--- src/rtl/sync_gate_meter.sv ---
// Measures Sync width, Sync-fall-to-Gate delay, Gate width and frame length of a Sync/Gate stream.
// Latency: results and the valid strobe appear one cycle after the sample showing the next Sync rise.
// No backpressure: ena=0 freezes everything; malformed frames raise err and return to IDLE.
module sync_gate_meter (
  input  logic        clk,
  input  logic        rst,
  input  logic        ena,
  input  logic        Sync,
  input  logic        Gate,
  output logic [7:0]  m_tsync,
  output logic [7:0]  m_tgdel,
  output logic [15:0] m_tgate,
  output logic [15:0] m_tlen,
  output logic        valid,
  output logic        err
);

  typedef enum logic [2:0] {S_IDLE, S_ARM, S_SYNC, S_GDEL, S_GATE, S_TAIL} state_t;

  state_t      state_q;
  logic [15:0] seg_q;
  logic [15:0] len_q;
  logic [7:0]  tsync_q;
  logic [7:0]  tgdel_q;
  logic [15:0] tgate_q;
  logic [7:0]  m_tsync_q;
  logic [7:0]  m_tgdel_q;
  logic [15:0] m_tgate_q;
  logic [15:0] m_tlen_q;
  logic        valid_q;
  logic        err_q;

  logic        both_d;
  logic        seg8_max_d;
  logic        seg16_max_d;
  logic        len_max_d;
  logic        fault_d;
  logic        publish_d;
  logic [15:0] seg_inc_d;
  logic [15:0] len_inc_d;

  // Classify the current sample: malformed-frame fault or end-of-frame publish.
  always_comb begin
    both_d      = Sync & Gate;
    seg8_max_d  = (seg_q == 16'd255);
    seg16_max_d = (seg_q == 16'hFFFF);
    len_max_d   = (len_q == 16'hFFFF);
    seg_inc_d   = seg_q + 16'd1;
    len_inc_d   = len_q + 16'd1;
    fault_d     = 1'b0;
    publish_d   = 1'b0;
    case (state_q)
      // Sync still high at 255 would overflow the 8-bit sync field.
      S_SYNC: fault_d = both_d | (Sync & seg8_max_d) | len_max_d;
      // A new Sync before any Gate means the gate never appeared.
      S_GDEL: fault_d = both_d | Sync | (~Gate & seg8_max_d) | len_max_d;
      S_GATE: begin
        fault_d   = both_d | (Gate & seg16_max_d) | (~Sync & len_max_d);
        publish_d = ~Gate & Sync;
      end
      S_TAIL: begin
        fault_d   = both_d | (~Sync & len_max_d);
        publish_d = Sync;
      end
      default: ;
    endcase
  end

  // Frame-tracking FSM with counters, shadows and registered outputs.
  always_ff @(posedge clk or posedge rst) begin
    if (rst) begin
      state_q   <= S_IDLE;
      seg_q     <= '0;
      len_q     <= '0;
      tsync_q   <= '0;
      tgdel_q   <= '0;
      tgate_q   <= '0;
      m_tsync_q <= '0;
      m_tgdel_q <= '0;
      m_tgate_q <= '0;
      m_tlen_q  <= '0;
      valid_q   <= 1'b0;
      err_q     <= 1'b0;
    end else begin
      valid_q <= 1'b0;
      err_q   <= 1'b0;
      if (ena) begin
        if (fault_d) begin
          err_q   <= 1'b1;
          seg_q   <= '0;
          len_q   <= '0;
          state_q <= S_IDLE;
        end else if (publish_d) begin
          // A zero-length tail publishes straight from GATE, so the live seg is the gate width.
          m_tsync_q <= tsync_q;
          m_tgdel_q <= tgdel_q;
          m_tgate_q <= (state_q == S_GATE) ? seg_q : tgate_q;
          m_tlen_q  <= len_q;
          valid_q   <= 1'b1;
          // This sample is already the first high cycle of the next sync.
          seg_q     <= 16'd1;
          len_q     <= 16'd1;
          state_q   <= S_SYNC;
        end else begin
          case (state_q)
            S_IDLE: if (!Sync) state_q <= S_ARM;
            S_ARM: begin
              if (Sync && !Gate) begin
                seg_q   <= 16'd1;
                len_q   <= 16'd1;
                state_q <= S_SYNC;
              end
            end
            S_SYNC: begin
              len_q <= len_inc_d;
              if (Sync) begin
                seg_q <= seg_inc_d;
              end else begin
                tsync_q <= seg_q[7:0];
                seg_q   <= 16'd1;
                if (Gate) begin
                  tgdel_q <= '0;
                  state_q <= S_GATE;
                end else begin
                  state_q <= S_GDEL;
                end
              end
            end
            S_GDEL: begin
              len_q <= len_inc_d;
              if (Gate) begin
                tgdel_q <= seg_q[7:0];
                seg_q   <= 16'd1;
                state_q <= S_GATE;
              end else begin
                seg_q <= seg_inc_d;
              end
            end
            S_GATE: begin
              len_q <= len_inc_d;
              if (Gate) begin
                seg_q <= seg_inc_d;
              end else begin
                tgate_q <= seg_q;
                state_q <= S_TAIL;
              end
            end
            S_TAIL:  len_q <= len_inc_d;
            default: state_q <= S_IDLE;
          endcase
        end
      end
    end
  end

  assign m_tsync = m_tsync_q;
  assign m_tgdel = m_tgdel_q;
  assign m_tgate = m_tgate_q;
  assign m_tlen  = m_tlen_q;
  assign valid   = valid_q;
  assign err     = err_q;

endmodule
--- config.mk ---
export PLATFORM = sky130hd
export DESIGN_NAME = sync_gate_meter
export DESIGN_NICKNAME = d
export VERILOG_FILES = /design/src/rtl/sync_gate_meter.sv
export SDC_FILE = /design/constraint.sdc
export NUM_CORES = 1
export LEC_CHECK = 0
export CORE_AREA = 3 3 123 125
export CTS_BUF_LIST = sky130_fd_sc_hd__clkbuf_16
export DETAILED_ROUTE_END_ITERATION = 10
export DIE_AREA = 0 0 126 128
export GPL_ROUTABILITY_DRIVEN = 0
export PLACE_DENSITY_LB_ADDON = 0.25
export SETUP_SLACK_MARGIN = 0.4
export SYNTH_ARGS = -nofsm -noshare
export SYNTH_HDL_FRONTEND = slang
export SYNTH_SLANG_ARGS = --single-unit
--- constraint.sdc ---
create_clock -name clk -period 9.6 [get_ports clk]
set_input_delay 1.92 -clock clk [delete_from_list [all_inputs] [get_ports clk]]
set_output_delay 1.92 -clock clk [all_outputs]
set_load 0.02 [all_outputs]
# Word-level counts from Yosys, hierarchy flattened
# Cells that the tools add are included.
[totals]
regBits = 117
inputBits = 5
output_inout_bits = 50
elab_cells = 95
[op_classes]
n_addsub = 2
eq_ne = 18
n_mux = 31
bitwise = 18
n_reduce_logical = 14
[ops]
columns = ["op", "n"]
rows = [
  ["2-to-1 mux 16 bit", 9],
  ["one-hot mux 16 bit (4 select lines)", 1],
  ["adder 16 x 1 -> 16 bit, second input constant", 2],
  ["equality test 16 bit, second input constant", 2],
  ["one-hot mux 16 bit (2 select lines)", 1],
  ["2-to-1 mux 3 bit", 8],
  ["2-to-1 mux 8 bit", 3],
  ["inequality test 4 bit, second input constant", 6],
  ["one-hot mux 3 bit (6 select lines)", 1],
  ["equality test 16 x 8 -> 1 bit, second input constant", 1],
  ["one-hot mux 8 bit (2 select lines)", 1],
  ["AND reduction 7 bit", 2],
  ["AND reduction 5 bit", 2],
  ["OR 1 bit", 8],
  ["AND 1 bit", 6],
  ["equality test 3 x 2 -> 1 bit, second input constant", 2],
  ["equality test 3 bit, second input constant", 2],
  ["inequality test 2 bit, second input constant", 3],
  ["AND reduction 3 bit", 2],
  ["nonzero test 6 bit", 1],
  ["2-to-1 mux 1 bit", 5],
  ["inverter 1 bit", 4],
  ["one-hot mux 1 bit (4 select lines)", 1],
  ["AND reduction 4 bit", 1],
  ["9 further kinds", 9],
]

# Depth between registers and ports, before layout
[logic_depth]
depth_word = 7
mapped_depth = 11
ltp_nobuf = 8

# Least setup slack after synthesis
# OpenSTA, ideal clock, no wires.
[synth_path]
path_type = "in2reg"
startpoint = "input port Sync"
endpoint = "register tgate_q[0]"
setup_ns = 0.125
t_arrival_ns = 3.847
required_time_ns = 9.475
slack_ns = 5.628
cell_stages = 10
n_path_buf = 3
cell_sequence = "clkbuf_1 nor2_1 nor4_1 and3_1 o32a_2 or2_1 buf_4 nor2_4 buf_6 mux2_4"
[synth_between]
elab_chain_len = 7
word_cells_on_any_way = 18
cone_classes = "mux (2); bitwise (15); reduce/logical (1)"
[synth_lines]
columns = ["element", "line", "source"]
rows = [
  ["start, declared", "8", "input logic Sync,"],
  ["AND 1 bit", "44", "both_d = Sync & Gate;"],
  ["OR 1 bit (3 in a row)", "56", "S_GDEL: fault_d = both_d | Sync | (~Gate & seg8_max_d) | len_max_d;"],
  ["one-hot mux 1 bit (4 select lines)", "52", "case (state_q)"],
  ["inverter 1 bit (no line)", "n/a", ""],
  ["AND reduction 5 bit (no line) (*)", "n/a", ""],
  ["end signal, assigned", "144", "tgate_q <= seg_q;"],
  ["end, declared", "25", "logic [15:0] tgate_q;"],
]
# Every way passes the cells marked *; elsewhere a longest branch is shown, timed or not.
# A chain may end at the register's enable or synchronous reset.

# Final worst setup path
[layout_path]
startpoint = "input port Sync"
endpoint = "register tgate_q[10]"
# Same word-level chain as after synthesis.

==> key figures <==
Timing
  • Min cycle time layout: roughly 4400 ps
  • Unrepaired setup endpoints after global routing: no
  • Rel. slew slack: 0.377
  • Pins Over Slew Limit: 0
  • Fmax: around 0.23 GHz
  • # setup viols final: 0
  • Clk_skew: roughly 15 ps
  • Worst Tran Pin Value: slightly above 900 ps
  • Fin crit share: 0.455
  • Setup TNS: 0 ps
  • Hold Vio Cnt, Final: 0

Finish
  • Ant diodes: 0
  • Share of cells above drive strength 1: 0.172
  • Layout Nets: between 500 and 600
  • Layout area overhead: 20.7%
  • Design Area, Final: ~6800 um^2
  • Fin util: 0.486

Floorplanning
  • Top Ports: 55
  • Die height: roughly 130 um
  • Die area: 16100 um^2
  • Core Region: around 14000 um^2
  • Die Wd: roughly 130 um
  • Std cell rows: 43
  • Starting Density: 0.402

Outcome
  • Outcome: completed

Global routing
  • First-pass GRT wire length: 21.1 mm
  • Antenna violations before repair: 0
  • Gr ovfl total: 0
  • Largest net degree at the start of global routing: 64
  • Vias in the first global route: roughly 4200
  • GRT Util Overall: 0.161

Setup path
  • Critical path fanouts, max: 16
  • CP startpoint kind: primary input
  • Critical path required time: just under 10000 ps
  • Critical Path End Type: flip-flop
  • Setup CP Type: primary input to flip-flop
  • Critical Path AT: ~4700 ps
  • R2R depth: 8

Placed design
  • Port Buf Inserts: 54
  • Area after DPL: between 6000 and 7000 um^2
  • Final HPWL from detailed placement: ~8 mm

Drt
  • DR pass1 iterations: 4
  • Via count: ~4100
  • Antenna viol nets, final: 0
  • DRC Markers: 0
  • Detailed Route Iter0 Violations: 278
  • DR WL met2: ~5.9 mm
  • Final WL: 12.4 mm
  • WL met3: approximately 500 um
  • WL met1: 5.79 mm
  • Routed len/inst: ~16 um
  • Max Used Layer: met4
  • DR vias/cell: ~5.4

Logic synthesis
  • Ranking of synthesized cells by area: dfrtp_1 52%, mux2_4 6.9%, mux2_2 6.2%
  • Netlist cell types: 47
  • Yosys reg bits: 117
  • Register area share after synthesis: 0.520
  • Syn. warnings: 0
  • Synth Area in XOR/XNOR: 0
  • Synth Area in Simple Gates: 0.149
  • Post-Syn Instances: between 500 and 600
  • Most common cell in the netlist: dfrtp_1
  • Syn Nets: roughly 530
  • Largest family of logic cells by synthesized area: multiplexers
  • Synth Area in Compound Gates: 0.117
  • Mux contribution to synthesized area: 0.165
  • Adder-Cell Fraction of Synth Area: 0.00445
  • Mean post-synth cell area: 10.8 um^2
  • Number of synthesized flops with an enable pin: 0
  • Most frequent cells after synthesis: 117 x dfrtp_1, 40 x nor2_1, 37 x a21oi_1, 33 x o21ai_0, 32 x nand2_1
  • Mapped cell area: around 5600 um^2
  • Post-synth top area cell: dfrtp_1
  • Top_reg_cell synth: dfrtp_1
  • Post-synth top area share: 0.520
  • FFs w/ async S/R, synth: 1.00

Clocking
  • Root buffer cell: clkbuf_16
  • CTS resizes: 0
  • Post-CTS Setup Inserts: 0
  • # clock sinks: 117
  • Clock-pin slew on the worst setup and hold paths: 60 ps
  • CTS Buf Count: 17
  • Clk buf depth: 2
  • Clock latency on the worst-skew pair: 420 ps
  • Cts hold-fix bufs: 0
  • CTS tree: built
  • H-tree depth: 4

Power
  • Worst VDD drop: about 170 uV
  • Lkg Pwr: between 2 and 3 nW
  • Pwr dens: between 200 and 300 nW/um^2

Flow run
  • Max cap viols: 0

Worst hold path
  • Worst hold path stage count: 1
  • Hold crit path type: flip-flop to flip-flop
-- flip-flops by register name (all words and copies together) (netlist names) --
register	cells
seg_q	16
tgate_q	16
tsync_q	8
m_tgate	16
len_q	16
m_tgdel	8
err	1
tgdel_q	8
m_tsync	8
valid	1
m_tlen	16
state_q	3
-- area by class of cell --
type / instances / area [um^2]
clock buffers: 17 / 425
clock inverters: 14 / 115
fillers: 1295 / 7200
inverters: 15 / 58.8
multi-input cells: 352 / 2460
flip-flops and latches: 117 / 2930
well taps: 180 / 225
repair buffers: 59 / 578
-- critical path, stage by stage --
cell and delay [ps]:
clkdlybuf4s50_1 580, nor2_1 210, nor4_1 60, and3_1 220
o32a_2 390, or2_1 350, nor2_4 530, mux2_2 400
-- layer usage --
layer	track usage	up-vias
met5	0	-
met4	0.0726	0
met3	0.0417	13
met2	0.253	112
met1	0.211	2010
li1	-	1959
-- stage by stage --
step                worst slack (ps)  cells  total power, mW  hold slack [ps]
floorplan                       4580    520             1.16              475
global placement                4900    723             1.39              489
detailed placement              4810    723             1.41              490
CTS                             5240    754             2.00              507
global route                    5030    754             2.10              511
finish                          5230    754             1.98              504
-- cell families after synthesis --
group / after synthesis
and+or+nand+nor: 164
DFF: 117
AOI/OAI and AO/OA: 110
muxes: 76
buffers and inverters: 51
adders and majority gates: 2
-- power breakdown --
group	total, mW	internal [mW]	switching [mW]
registers	0.761	0.628	0.133
logic	0.638	0.304	0.334
clock network	0.578	0.351	0.227
total	1.98	1.28	0.694
-- placed cells by master, fill, tap and decap left out, types with 4 or more instances in the layout --
cell             Yosys  routed
nor2_1              40      40
mux2_2              31      31
clkdlybuf4s50_1      0      54
nand3_1             19      19
a21oi_1             37      37
clkinv_2             0       4
a21o_1               4       4
nor3_1              10       9
nand4_1             14      14
mux2_4              26      26
nand2b_1             9       9
mux2i_1             19      19
nand2_1             32      32
a41oi_1              4       4
a22o_1               5       5
clkbuf_16            0      17
dfrtp_1            117     117
nor4_1               4       4
and4_1               4       4
nor2b_1              5       5
o21ai_0             33      33
a31oi_1              9       9
buf_4                1       5
inv_1               14      14
and3_1              11      11
-- path summary, 6_finish.rpt --
| kind | start | slack, ps | to |
|---|---|---|---|
| max | Sync | 5230 | tgate_q[10] |
| min | m_tgdel[5] | 500 | m_tgdel[5] |
| max reg2reg | seg_q[0] | 6460 | tgate_q[10] |
| min reg2reg | m_tgdel[5] | 500 | m_tgdel[5] |
| max in group asynchronous | rst | 6390 | tsync_q[1] |
| min in group asynchronous | rst | 1960 | m_tlen[3] |
No activity file was read; power rests on OpenSTA's default activity.
